==> config.mk <==
export PLATFORM = sky130hd
export DESIGN_NAME = score_bcd_scanner_flat
export DESIGN_NICKNAME = d
export VERILOG_FILES = /design/src/rtl/score_bcd_scanner_pkg.sv /design/src/rtl/score_bcd_scanner_if.sv /design/src/rtl/score_bcd_scanner_bcd_digit_counter.sv /design/src/rtl/score_bcd_scanner.sv /design/src/flat_wrapper.sv
export SDC_FILE = /design/constraint.sdc
export NUM_CORES = 1
export LEC_CHECK = 0
export CORE_ASPECT_RATIO = 1.5
export CORE_MARGIN = 1
export CORE_UTILIZATION = 57
export CTS_BUF_LIST = sky130_fd_sc_hd__clkbuf_2 sky130_fd_sc_hd__clkbuf_4 sky130_fd_sc_hd__clkbuf_8
export DETAILED_ROUTE_END_ITERATION = 10
export PLACE_DENSITY = 0.86
export SYNTH_ARGS = -nofsm -noshare
export SYNTH_HDL_FRONTEND = slang
export SYNTH_SLANG_ARGS = --single-unit
==> constraint.sdc <==
create_clock -name clk -period 2 [get_ports clk]
set_input_delay 0.4 -clock clk [delete_from_list [all_inputs] [get_ports clk]]
set_output_delay 0.4 -clock clk [all_outputs]
set_load 0.02 [all_outputs]
==> src/rtl/score_bcd_scanner_pkg.sv <==
// Shared constants and helpers for the BCD score counter and digit scanner.
// Optional feature macro: LEADING_ZERO_BLANK_EN (blanks leading zero digits).
package score_pkg;

  localparam int           BCD_W           = 4;
  localparam logic [3:0]   BCD_MAX         = 4'd9;
  localparam int           MAX_DIGITS      = 8;
  // 100 MHz clock / 100000 gives a 1 kHz digit slot rate.
  localparam int           SCAN_DIV_100MHZ = 100000;

  // One-hot-low anode mask for a digit index; callers keep the low DIGITS bits.
  function automatic logic [MAX_DIGITS-1:0] an_mask(input logic [2:0] idx);
    return ~(8'd1 << idx);
  endfunction

endpackage

==> src/rtl/score_bcd_scanner_if.sv <==
// Bus between game control / display pins and the score scanner.
// Optional feature macro: LEADING_ZERO_BLANK_EN (affects an_n only).
//
// Handshake: there is no valid/ready pair on this bus. inc is a one-cycle
// pulse that is either consumed on the edge it is sampled or dropped
// (freeze, clr or saturation); there is no backpressure and nothing queues.
// clr and freeze are level inputs sampled every rising edge. All outputs are
// registered and valid every cycle outside reset.
interface score_bcd_scanner_if #(
  parameter int DIGITS = 4
) ();

  logic                  inc;
  logic                  clr;
  logic                  freeze;
  logic [4*DIGITS-1:0]   score;
  logic                  sat;
  logic [3:0]            bcd_out;
  logic [DIGITS-1:0]     an_n;

  modport master (
    output inc, clr, freeze,
    input  score, sat, bcd_out, an_n
  );

  modport slave (
    input  inc, clr, freeze,
    output score, sat, bcd_out, an_n
  );

endinterface

==> src/rtl/score_bcd_scanner_bcd_digit_counter.sv <==
// One BCD digit of the score: counts 0..9 on en, wraps and signals carry.
// Optional feature macro: LEADING_ZERO_BLANK_EN (not used here).
module bcd_digit_counter
  import score_pkg::*;
(
  input  logic             clk,
  input  logic             rst_n,
  input  logic             clr,
  input  logic             en,
  input  logic             hold,
  output logic [BCD_W-1:0] digit,
  output logic             carry_out
);

  // Digit register: clear wins, then hold, then count with 9 -> 0 wrap.
  always_ff @(posedge clk or negedge rst_n) begin
    if (!rst_n) begin
      digit <= '0;
    end else if (clr) begin
      digit <= '0;
    end else if (en && !hold) begin
      digit <= (digit == BCD_MAX) ? '0 : digit + 1'b1;
    end
  end

  assign carry_out = en & (digit == BCD_MAX);

endmodule

==> src/rtl/score_bcd_scanner.sv <==
// Saturating packed-BCD score counter plus multiplexed 7-segment digit scanner.
// Optional feature macro: LEADING_ZERO_BLANK_EN -- when defined, digit slots
// above the most significant non-zero digit are kept dark (digit 0 always lit).
module score_bcd_scanner
  import score_pkg::*;
#(
  parameter int DIGITS   = 4,
  parameter int SCAN_DIV = SCAN_DIV_100MHZ
) (
  input  logic               clk,
  input  logic               rst_n,
  score_bcd_scanner_if.slave bus
);

  localparam int PS_W  = $clog2(SCAN_DIV);
  localparam int IDX_W = (DIGITS > 1) ? $clog2(DIGITS) : 1;

  logic [DIGITS-1:0]       en;
  logic [DIGITS-1:0]       carry;
  logic [4*DIGITS-1:0]     digits;
  logic                    sat_q;
  logic                    almost_sat;
  logic                    top_carry_unused;
  logic [PS_W-1:0]         prescaler;
  logic [IDX_W-1:0]        idx;
  logic [3:0]              nibble;
  logic [DIGITS-1:0]       an_next;
  logic [3:0]              bcd_q;
  logic [DIGITS-1:0]       an_q;

  // Saturation stops counting at all-nines, so the top carry never fires.
  assign en[0]            = bus.inc & ~bus.freeze & ~sat_q;
  assign top_carry_unused = carry[DIGITS-1];

  for (genvar g = 0; g < DIGITS; g++) begin : g_digit
    bcd_digit_counter u_digit (
      .clk       (clk),
      .rst_n     (rst_n),
      .clr       (bus.clr),
      .en        (en[g]),
      .hold      (bus.freeze),
      .digit     (digits[g*BCD_W +: BCD_W]),
      .carry_out (carry[g])
    );
    if (g > 0) begin : g_chain
      assign en[g] = carry[g-1];
    end
  end

  // Detect the one increment that lands on all-nines (x..x98 -> x..x99 form).
  always_comb begin
    almost_sat = (digits[BCD_W-1:0] == 4'd8);
    for (int k = 1; k < DIGITS; k++) begin
      almost_sat = almost_sat & (digits[k*BCD_W +: BCD_W] == BCD_MAX);
    end
  end

  // sat tracks all-nines on the same edge the score reaches it.
  always_ff @(posedge clk or negedge rst_n) begin
    if (!rst_n) begin
      sat_q <= 1'b0;
    end else if (bus.clr) begin
      sat_q <= 1'b0;
    end else if (en[0] && almost_sat) begin
      sat_q <= 1'b1;
    end
  end

  // Slot timer and digit index; independent of score activity.
  always_ff @(posedge clk or negedge rst_n) begin
    if (!rst_n) begin
      prescaler <= '0;
      idx       <= '0;
    end else if (prescaler == PS_W'(SCAN_DIV - 1)) begin
      prescaler <= '0;
      idx       <= (idx == IDX_W'(DIGITS - 1)) ? '0 : idx + 1'b1;
    end else begin
      prescaler <= prescaler + 1'b1;
    end
  end

`ifdef LEADING_ZERO_BLANK_EN
  logic upper_zero;
  logic blank;
`endif

  // Select the scanned nibble and its anode pattern for the output register.
  always_comb begin
    nibble = '0;
`ifdef LEADING_ZERO_BLANK_EN
    upper_zero = 1'b1;
    blank      = 1'b0;
`endif
    for (int k = DIGITS - 1; k >= 0; k--) begin
`ifdef LEADING_ZERO_BLANK_EN
      upper_zero = upper_zero & (digits[k*BCD_W +: BCD_W] == '0);
`endif
      if (IDX_W'(k) == idx) begin
        nibble = digits[k*BCD_W +: BCD_W];
`ifdef LEADING_ZERO_BLANK_EN
        blank  = (k != 0) && upper_zero;
`endif
      end
    end
`ifdef LEADING_ZERO_BLANK_EN
    an_next = blank ? '1 : DIGITS'(an_mask(3'(idx)));
`else
    an_next = DIGITS'(an_mask(3'(idx)));
`endif
  end

  // Nibble and anode load on the same edge so the display never shows a mixed pair.
  always_ff @(posedge clk or negedge rst_n) begin
    if (!rst_n) begin
      bcd_q <= '0;
      an_q  <= DIGITS'(an_mask(3'd0));
    end else begin
      bcd_q <= nibble;
      an_q  <= an_next;
    end
  end

  assign bus.score   = digits;
  assign bus.sat     = sat_q;
  assign bus.bcd_out = bcd_q;
  assign bus.an_n    = an_q;

endmodule

==> src/flat_wrapper.sv <==
// flat-port wrapper written by rule: the top's interface ports become plain ports
module score_bcd_scanner_flat import score_pkg::*;
#(
  parameter int DIGITS   = 4,
  parameter int SCAN_DIV = SCAN_DIV_100MHZ
)
  (clk, rst_n, bus_inc, bus_clr, bus_freeze, bus_score, bus_sat, bus_bcd_out, bus_an_n);
  score_bcd_scanner_if #(.DIGITS(DIGITS)) bus_i ();
  input  logic clk;
  input  logic rst_n;
  input wire logic [$bits(bus_i.inc)-1:0] bus_inc;
  input wire logic [$bits(bus_i.clr)-1:0] bus_clr;
  input wire logic [$bits(bus_i.freeze)-1:0] bus_freeze;
  output wire logic [$bits(bus_i.score)-1:0] bus_score;
  output wire logic [$bits(bus_i.sat)-1:0] bus_sat;
  output wire logic [$bits(bus_i.bcd_out)-1:0] bus_bcd_out;
  output wire logic [$bits(bus_i.an_n)-1:0] bus_an_n;
  assign bus_i.inc = bus_inc;
  assign bus_i.clr = bus_clr;
  assign bus_i.freeze = bus_freeze;
  assign bus_score = bus_i.score;
  assign bus_sat = bus_i.sat;
  assign bus_bcd_out = bus_i.bcd_out;
  assign bus_an_n = bus_i.an_n;
  score_bcd_scanner #(.DIGITS(DIGITS), .SCAN_DIV(SCAN_DIV)) u_core (.clk(clk), .rst_n(rst_n), .bus(bus_i));
endmodule
# Word level (Yosys, flattened, before mapping)
# Index checks and enable logic that the tools add are counted.
dict set report totals {
  regBits 44
  input_bits 5
  output_inout_bits 25
  word_cells 69
}
dict set report classes {
  add_sub_neg 6
  n_eq_ne 10
  n_shift 1
  muxes 20
  bitwise 11
  reduce_logical 12
}
# cell count
set op_table {}
lappend op_table {{$mux W4} 16}
lappend op_table {{$eq A4 B4 Y1 const B} 5}
lappend op_table {{$add A17 B1 Y17 const B} 1}
lappend op_table {{$eq A17 B17 Y1 const B} 1}
lappend op_table {{$mux W17} 1}
lappend op_table {{$add A4 B1 Y4 const B} 4}
lappend op_table {{$reduce_bool A2 Y1} 5}
lappend op_table {{$and A1 B1 Y1} 8}
lappend op_table {{$logic_and A1 B1 Y1} 5}
lappend op_table {{$eq A2 B2 Y1 const A} 2}
lappend op_table {{$not A4 Y4} 1}
lappend op_table {{$shl A1 B2 Y4 const A} 1}
lappend op_table {{$add A2 B1 Y2 const B} 1}
lappend op_table {{$eq A1 B2 Y1 const A} 1}
lappend op_table {{$eq A2 B2 Y1 const B} 1}
lappend op_table {{$logic_not A2 Y1} 1}
lappend op_table {{$mux W1} 2}
lappend op_table {{$mux W2} 1}
lappend op_table {{$not A1 Y1} 2}
lappend op_table {{$logic_not A1 Y1} 1}

# Logic depth before layout (Yosys ltp)
# Gate-level depths: netlist of run 1.
dict set report depth {
  ltp_word 9
  mapped_depth 6
  ltp_nobuf 6
}

# Modules after synthesis
# Synthesis of run 1 repeated with hierarchy kept, for this count alone.
dict set report hier_totals {
  hier_cells 229
  hier_area_um2 2324.7
}
# mod instances cells_each area_per_inst_um2 seq_area_each_um2
set modules_own_cells {}
lappend modules_own_cells {score_bcd_scanner 1 125 1328.8 704.4}
lappend modules_own_cells {bcd_digit_counter 4 26 249.0 100.1}

# Least setup slack after synthesis of run 1
# Ideal clock, no wire load.
dict set report synth_timing {
  path_kind {flip-flop to flip-flop}
  from {register u_core.g_digit[1].u_digit.digit[0]}
  to {register u_core.g_digit[3].u_digit.digit[2]}
  setup_time_ns 0.078
  arrival_time_ns 1.688
  t_required_ns 1.922
  slack_ns 0.234
  path_stages_with_launch 6
  n_path_buf 0
  period_less_slack_ns 1.766
  cell_sequence {dfrtp_1 > ha_1 > and3b_2 > nand4_4 > or4_1 > a21oi_1}
}
dict set report synth_via {
  elab_chain_len 5
}
# element line_no
set synth_lines {}
lappend synth_lines {{from (decl)} score_bcd_scanner_bcd_digit_counter.sv:11} ;# output logic [BCD_W-1:0] digit,
lappend synth_lines {{from (signal assigned)} score_bcd_scanner_bcd_digit_counter.sv:22} ;# digit <= (digit == BCD_MAX) ? '0 : digit + 1'b1;
lappend synth_lines {{$eq A4 B4 Y1} score_bcd_scanner_bcd_digit_counter.sv:26} ;# assign carry_out = en & (digit == BCD_MAX);
lappend synth_lines {{$and A1 B1 Y1 (2 in series)} score_bcd_scanner_bcd_digit_counter.sv:26}
lappend synth_lines {{$logic_and A1 B1 Y1} score_bcd_scanner_bcd_digit_counter.sv:21} ;# end else if (en && !hold) begin
lappend synth_lines {{$reduce_bool A2 Y1 (no line)} n/a}
lappend synth_lines {{to (signal assigned)} score_bcd_scanner_bcd_digit_counter.sv:22}
lappend synth_lines {{to (decl)} score_bcd_scanner_bcd_digit_counter.sv:11}
# Every way passes these cells.
# A chain may end at the register's enable or synchronous reset.

# Final worst setup path of run 1
dict set report layout_timing {
  from {register u_core.g_digit[0].u_digit.digit[1]}
  to {output port bus_score[1]}
}
# element line_no
set layout_lines {}
lappend layout_lines {{from (decl)} score_bcd_scanner_bcd_digit_counter.sv:11}
lappend layout_lines {{from (signal assigned)} score_bcd_scanner_bcd_digit_counter.sv:22}
lappend layout_lines {{to (decl)} flat_wrapper.sv:14} ;# output wire logic [$bits(bus_i.score)-1:0] bus_score;
# No word-level cell between the ends.

==> results of run 1 <==
## stage by stage
step                setup TNS, ns  instance area (sq um)
floorplan                       0                   2312
global placement         -0.01122                   2733
detailed placement       -0.04859                   2733
CTS                             0                   2844
global route                    0                   2844
finish                          0                   2844
## cells in the final DEF (no fill, tap or decap), drive strengths merged, types with 2 or more instances in the layout
| cell type | instances |
|---|---|
| dfrtp | 41 |
| clkdlybuf4s50 | 28 |
| a21oi | 21 |
| nor2 | 20 |
| nand2 | 18 |
| buf | 15 |
| nand3 | 13 |
| inv | 12 |
| o21ai | 11 |
| ha | 11 |
| xnor2 | 10 |
| xor2 | 7 |
| nor3 | 7 |
| nand3b | 6 |
| or3 | 6 |
| nand4 | 6 |
| clkbuf | 6 |
| nor4 | 5 |
| nor2b | 4 |
| or4 | 3 |
| dfstp | 3 |
| and4 | 3 |
| nor3b | 3 |
| and3b | 3 |
| and2 | 2 |
## cell families (layout without fill, tap and decap cells)
| group | count (synthesis) | after routing |
|---|---|---|
| xor gates and xnor gates | 17 | 17 |
| and+or+nand+nor | 106 | 106 |
| muxes | 2 | 2 |
| buffers and inverters | 18 | 63 |
| AOI/OAI and AO/OA | 35 | 35 |
| adders and majority gates | 11 | 11 |
| DFF | 44 | 44 |
## final cells by class
class / count / area, sq um
multi-input cells: 171 / 1136
flip-flops and latches: 44 / 1105
fillers: 290 / 1080
repair buffers: 43 / 390.4
clock buffers: 6 / 76.32
well taps: 45 / 56.30
inverters: 12 / 45.04
clock inverters: 2 / 35.03
## metal layers
layer  track usage (%)  vias to the layer above  part of all wire [%]
li1                  -                      902                     -
met1             28.48                      909                    39
met2             50.12                       27                    57
met3             5.333                        4                   2.6
met4             6.410                        0                  0.84
met5                 0                        -                     0
## worst max path at each step
| stage | from | end | slack [ns] | cells after the start |
|---|---|---|---|---|
| 4_1_cts | u_core.g_digit[0].u_digit.digit[1] | bus_score[1] | 0.09 | 1 |
| 3_5_place_dp | bus_freeze | u_core.g_digit[3].u_digit.digit[2] | -0.05 | 5 |
| 5_1_grt | u_core.g_digit[0].u_digit.digit[1] | bus_score[1] | 0.02 | 1 |
| 6_report | u_core.g_digit[0].u_digit.digit[1] | bus_score[1] | 0.09 | 1 |
| 3_3_place_gp | bus_inc | u_core.g_digit[3].u_digit.digit[2] | -0.01 | 5 |
| 2_1_floorplan | u_core.g_digit[1].u_digit.digit[0] | u_core.g_digit[3].u_digit.digit[2] | 0.23 | 5 |
## sequential cells by signal, indices dropped and copies added (netlist names)
| name | flops |
|---|---|
| u_core.g_digit.u_digit.digit | 16 |
| u_core.bus.an_n | 4 |
| u_core.bus.bcd_out | 4 |
| u_core.prescaler | 17 |
| u_core.idx | 2 |
| u_core.bus.sat | 1 |
## power by group through the flow
stage / clock, W / combinational, W / sequential (W)
after floorplan: 0 / 0.0000191 / 0.000921
after global placement: 0 / 0.0000653 / 0.000917
after detailed placement: 0 / 0.0000660 / 0.000917
after CTS: 0.000691 / 0.0000663 / 0.000900
after global routing: 0.000724 / 0.0000725 / 0.000901
final: 0.000676 / 0.0000651 / 0.000900
==> results by group, run 1 <==
Status
  – Result of the run: finished clean

Clock tree
  – Clock transition at path regs: 0.08 ns
  – Count of buffers added by post-CTS timing repair for setup: 0
  – Number of CTS-inserted buffers: 5
  – Clock tree from TritonCTS: built
  – Worst-Skew Late Latency: 0.30 ns
  – Sinks on the clock net: 44
  – Library cell used as clock root buffer: sky130_fd_sc_hd__clkbuf_8
  – H-tree level count: 2
  – CTS Buffer Depth: 2
  – Number of hold-repair buffers added at the cts stage: 0
  – Post-CTS resize count: 0

GRT
  – Total overflow reported by the global router: 0
  – Number of global-route vias before repair: 1,813
  – Number of antenna violations at the first check in global routing: 0
  – Total track usage: 26.51%
  – Wire length of the first global-routing pass: 8121 microns
  – Pin count of the biggest net entering global routing: 45

STA
  – Post-layout min period: 1.914 ns
  – Number of endpoints failing setup at the final stage: 0
  – Unrepaired setup endpoints after global routing: no
  – Final clock skew: 0.01133 ns
  – Share of the cycle needed by the critical path after routing: 95.68%
  – Fin Hold WS: 0.1600 ns
  – Total count of hold-check failures in the final report: 0
  – Worst slew margin: 62.63%
  – Worst Slack Setup Final: 0.08643 ns
  – Max Slew Vio Count: 0
  – Timing-limited maximum frequency: 0.5226 GHz
  – Transition time at the pin with the least slew margin: 0.5606 ns

Synth
  – Combined area of all synthesized cells: 2312 sq um
  – Post-Synthesis Net Count: 249
  – Area fraction in compound gates after synthesis: 7.900%
  – Share of the synthesized area in the top cell type: 44.37%
  – Asr flop ratio synth: 100.0%
  – Yosys cell types: 42
  – Cells taking the most area after synthesis: sky130_fd_sc_hd__dfrtp_1 (44%), sky130_fd_sc_hd__ha_1 (6.0%), sky130_fd_sc_hd__a21oi_1 (4.5%)
  – Most used DFF post-synth: sky130_fd_sc_hd__dfrtp_1
  – Post-synth EDFFs: 0
  – Cell count after synthesis: 233
  – Adder and majority gate portion of the synthesized area: 5.952%
  – Synth top cells by count: sky130_fd_sc_hd__dfrtp_1 (41), sky130_fd_sc_hd__a21oi_1 (21), sky130_fd_sc_hd__nor2_1 (20), sky130_fd_sc_hd__nand2_1 (18)
  – Sequential cell area fraction in the yosys report: 47.78%
  – Cell taking the most area after synthesis: sky130_fd_sc_hd__dfrtp_1
  – Simple logic cell fraction of the synthesized area: 27.92%
  – Per-instance average area after synthesis: 9.924 sq um
  – Main combinational cell family by area after synthesis: simple AND/OR/NAND/NOR gates
  – Cell with the most instances after synthesis: sky130_fd_sc_hd__dfrtp_1
  – Portion of netlist area occupied by mux cells: 0.9199%
  – Flops & latches, synth: 44
  – Parity-gate share of the synthesized area counting xor and xnor cells: 6.439%
  – Synth warnings: 0

Layout
  – Nets: 293
  – Ratio of cells with drive above 1 in the final layout: 12.59%
  – Final non-filler cell total: 323
  – Number of antenna repair diodes: 0
  – Area added between synthesis and finish: 23.00%
  – Final Util: 72.48%

Power and ir drop
  – Fraction of power spent switching nets: 20.57%
  – P_leak: 1.195 nW
  – Pint: 0.001304 W
  – Gate power share: 4.0%
  – Share of power burned in registers: 54.8%
  – Post-layout total power: 0.001641 W
  – PwrDens: 577.1 nW/um^2
  – Relative contribution of the clock network to total power: 41.2%
  – Net switching power: 0.0003376 W
  – Peak ir drop on the vdd network: 0.6868 mV

Die
  – Die height: 80.01 microns
  – Width of the chip: 54.01 microns
  – Top-Level Pins: 30
  – Die outline area: 4321 sq um
  – FP Rows: 28
  – Initial cell density of the core: 58.93%
  – Area of the core: 3924 sq um

Place
  – Port Buffer Count: 29
  – Worst-case setup slack after placement: -0.04859 ns
  – Detailed placement HPWL: 3666 microns
  – Global placement routability congestion: 0.8402
  – Total placed cells including tap cells: 315

Worst setup path
  – Data required, critical path: 1.60 ns
  – Maximum net fanout on the critical path: 10
  – Cell type group with the largest total delay on the critical path: buffers and inverters
  – Crit start category: flop
  – Cell-by-cell trace of the critical path: clkdlybuf4s50_1
  – Critical Path Max Stage Delay: 0.67 ns
  – RR Endpoint: u_core.g_digit[3].u_digit.digit[2]
  – Slowest cell on the critical path: sky130_fd_sc_hd__clkdlybuf4s50_1
  – Endpoint class of the critical path: output port
  – R2R Setup Slk: 0.23 ns
  – Classification of the worst setup path: reg -> out
  – Worst r2r path cells: 5
  – Launch instance of the worst register-to-register path: u_core.g_digit[2].u_digit.digit[0]
  – Data arrival time of the critical path: 1.51 ns
  – Buf+Inv Stages, Crit Path: 1

Drt
  – Antenna-violating nets left: 0
  – First-iteration detailed-routing DRC count: 68
  – First-pass DRT Iterations: 4
  – Vias after detailed routing: 1,842
  – Routed wirelength normalized by instance count: 15.55 microns
  – Via density per instance: 5.703
  – Total length of routed wires: 5024 microns
  – Post-route DRC: 0

Worst hold path
  – Worst hold path class: in -> async

Run
  – Number of maximum-capacitance constraint violations: 0
(Power assumes the default switching activity.)
==> run 2, diff against run 1 <==
- GPL_TIMING_DRIVEN: default -> 0
- PLACE_DENSITY: 0.86 -> 0.9
- SETUP_SLACK_MARGIN: default -> 0.5
==> run 2 against run 1 <==
Global-route usage rose by 3.6 points; clock power fell by 16%; die area did not move; sequential share of layout area fell by 4.9 points; highest routed layer unchanged.
==> results by group, run 2 (synthesis gave the netlist of run 1 again) <==
Die
  – Initial cell density of the core: 58.93%
  – Top-Level Pins: 30
  – Die height: 80.01 microns
  – Width of the chip: 54.01 microns
  – Die outline area: 4321 sq um
  – Area of the core: 3924 sq um
  – FP Rows: 28

STA
  – Unrepaired setup endpoints after global routing: yes
  – Max Slew Vio Count: 0
  – Timing-limited maximum frequency: 0.5495 GHz
  – Final clock skew: 0.01536 ns
  – Transition time at the pin with the least slew margin: 0.6292 ns
  – Post-layout min period: 1.820 ns
  – Total count of hold-check failures in the final report: 0
  – Share of the cycle needed by the critical path after routing: 91.00%
  – Number of endpoints failing setup at the final stage: 0
  – Worst slew margin: 58.05%

Place
  – Global placement routability congestion: 0.8234
  – Detailed placement HPWL: 3459 microns
  – Port Buffer Count: 28
  – Total placed cells including tap cells: 307

Worst setup path
  – Maximum net fanout on the critical path: 4
  – Data arrival time of the critical path: 2.03 ns
  – Classification of the worst setup path: reg -> reg
  – Data required, critical path: 2.21 ns
  – Crit start category: flop
  – Endpoint class of the critical path: flop

Layout
  – Final non-filler cell total: 354
  – Number of antenna repair diodes: 0
  – Top flop regs: u_core.prescaler x17, u_core.g_digit.u_digit.digit x16
  – Largest Register: u_core.prescaler
  – Ratio of cells with drive above 1 in the final layout: 39.16%
  – Nets: 324
  – Number of flip-flops under the largest register name: 17
  – Top library cells by usage in the layout, fill and taps aside: sky130_fd_sc_hd__dfrtp_1 (32), sky130_fd_sc_hd__buf_4 (31), sky130_fd_sc_hd__nor2_1 (18), sky130_fd_sc_hd__nand2_1 (17), sky130_fd_sc_hd__a21oi_1 (15)
  – Most common library cell in the layout ignoring fill and taps: sky130_fd_sc_hd__dfrtp_1
  – Area added between synthesis and finish: 42.15%

Drt
  – Wire length on met3: 329 microns
  – Post-route DRC: 0
  – Vias after detailed routing: 2,200
  – Post-route met1 wirelength: 2535 microns
  – First-pass DRT Iterations: 4
  – Antenna-violating nets left: 0
  – First-iteration detailed-routing DRC count: 96
  – Via density per instance: 6.215
  – Met2 routed wirelength: 4072 microns
  – Total length of routed wires: 7335 microns
  – Routed wirelength normalized by instance count: 20.72 microns
  – Uppermost signal routing layer after detailed routing: met4

Power and ir drop
  – Share of power burned in registers: 58.4%
  – P_leak: 1.473 nW
  – Fraction of power spent switching nets: 23.52%
  – Net switching power: 0.0003620 W
  – Post-layout total power: 0.001539 W
  – Relative contribution of the clock network to total power: 36.8%
  – Gate power share: 4.8%
  – Pint: 0.001177 W
  – PwrDens: 468.4 nW/um^2
  – Peak ir drop on the vdd network: 0.5392 mV

GRT
  – Total track usage: 30.13%
  – Total overflow reported by the global router: 0
  – Pin count of the biggest net entering global routing: 37
  – Number of global-route vias before repair: 2,086
  – Number of antenna violations at the first check in global routing: 0
  – Wire length of the first global-routing pass: 9342 microns

Clock tree
  – Library cell used as clock root buffer: sky130_fd_sc_hd__clkbuf_8
  – CTS Buffer Depth: 2
  – H-tree level count: 2
  – Clock tree from TritonCTS: built
  – Sinks on the clock net: 44
  – Clock transition at path regs: 0.09 ns
  – Number of CTS-inserted buffers: 5
  – Worst-Skew Late Latency: 0.31 ns

Worst hold path
  – Worst hold path class: in -> async

Run
  – Number of maximum-capacitance constraint violations: 0

Status
  – Result of the run: finished clean
[run 2: worst paths after layout]
path	startpoint	endpoint	slack, ns	cells past startpoint
max in group asynchronous	rst_n	u_core.bus.an_n[1]	0.99	3
max	u_core.g_digit[0].u_digit.digit[1]	u_core.g_digit[1].u_digit.digit[3]	0.18	7
min	rst_n	u_core.prescaler[16]	0.48	2
min in group clk	bus_clr	u_core.g_digit[3].u_digit.digit[3]	0.51	2
min reg2reg	u_core.prescaler[13]	u_core.prescaler[13]	0.55	1
max reg2reg	u_core.g_digit[0].u_digit.digit[1]	u_core.g_digit[1].u_digit.digit[3]	0.18	7
[run 2: area by class of cell]
class / count / area [sq um]
clock inverter: 2 / 12.51
inverter: 12 / 45.04
multi-input combinational: 172 / 1390
fill: 195 / 636.9
buffer: 6 / 35.03
tap: 45 / 56.30
clock buffer: 6 / 76.32
sequential: 44 / 1116
timing repair buffer: 67 / 555.5
[run 2: layer usage]
layer	vias to the layer above	global-route usage [%]
met2	107	56.54
met4	0	13.08
li1	970	-
met3	36	5.333
met1	1087	30.45
met5	-	0
[run 2: metrics by stage]
step	TNS [ns]	worst slack, ns	hold WS (ns)	cell area [sq um]	util, %
2_1_floorplan	0	0.3385	0.1044	2336	-
3_3_place_gp	-25.74	-0.7474	0.4702	2673	68.11
3_5_place_dp	-0.3639	-0.1986	0.2713	2688	68.49
4_1_cts	0	0.2960	0.4786	3030	77.23
5_1_grt	0	0.1903	0.5041	3287	83.77
6_report	0	0.1801	0.4753	3287	83.77
[run 2: critical path, stage by stage, from the launching register on]
cell and delay, ns:
sky130_fd_sc_hd__dfrtp_2 0.41, sky130_fd_sc_hd__buf_6 0.12, sky130_fd_sc_hd__nor3b_4 0.35, sky130_fd_sc_hd__buf_4 0.18
sky130_fd_sc_hd__buf_6 0.10, sky130_fd_sc_hd__nand2_4 0.06, sky130_fd_sc_hd__or3_1 0.32, sky130_fd_sc_hd__a21oi_1 0.19
[run 2: power by group through the flow]
stage | clock network, W | registers, W | logic (W)
floorplan | 0 | 0.000922 | 0.0000195
global placement | 0 | 0.000916 | 0.0000635
detailed placement | 0 | 0.000916 | 0.0000684
CTS | 0.000565 | 0.000898 | 0.0000712
global route | 0.000593 | 0.000899 | 0.0000804
finish | 0.000567 | 0.000898 | 0.0000738
[run 2: timing repair]
| item | 4_1_cts | 5_1_grt |
|---|---|---|
| resized for setup | 66 | 59 |
| hold buffers | 1 | 0 |
| endpoints found under the hold margin | 8 | 0 |
| setup endpoints to repair | 45 | 42 |
| gates cloned | 0 | 1 |
| setup buffers | 23 | 14 |
| pin swaps | 4 | 12 |
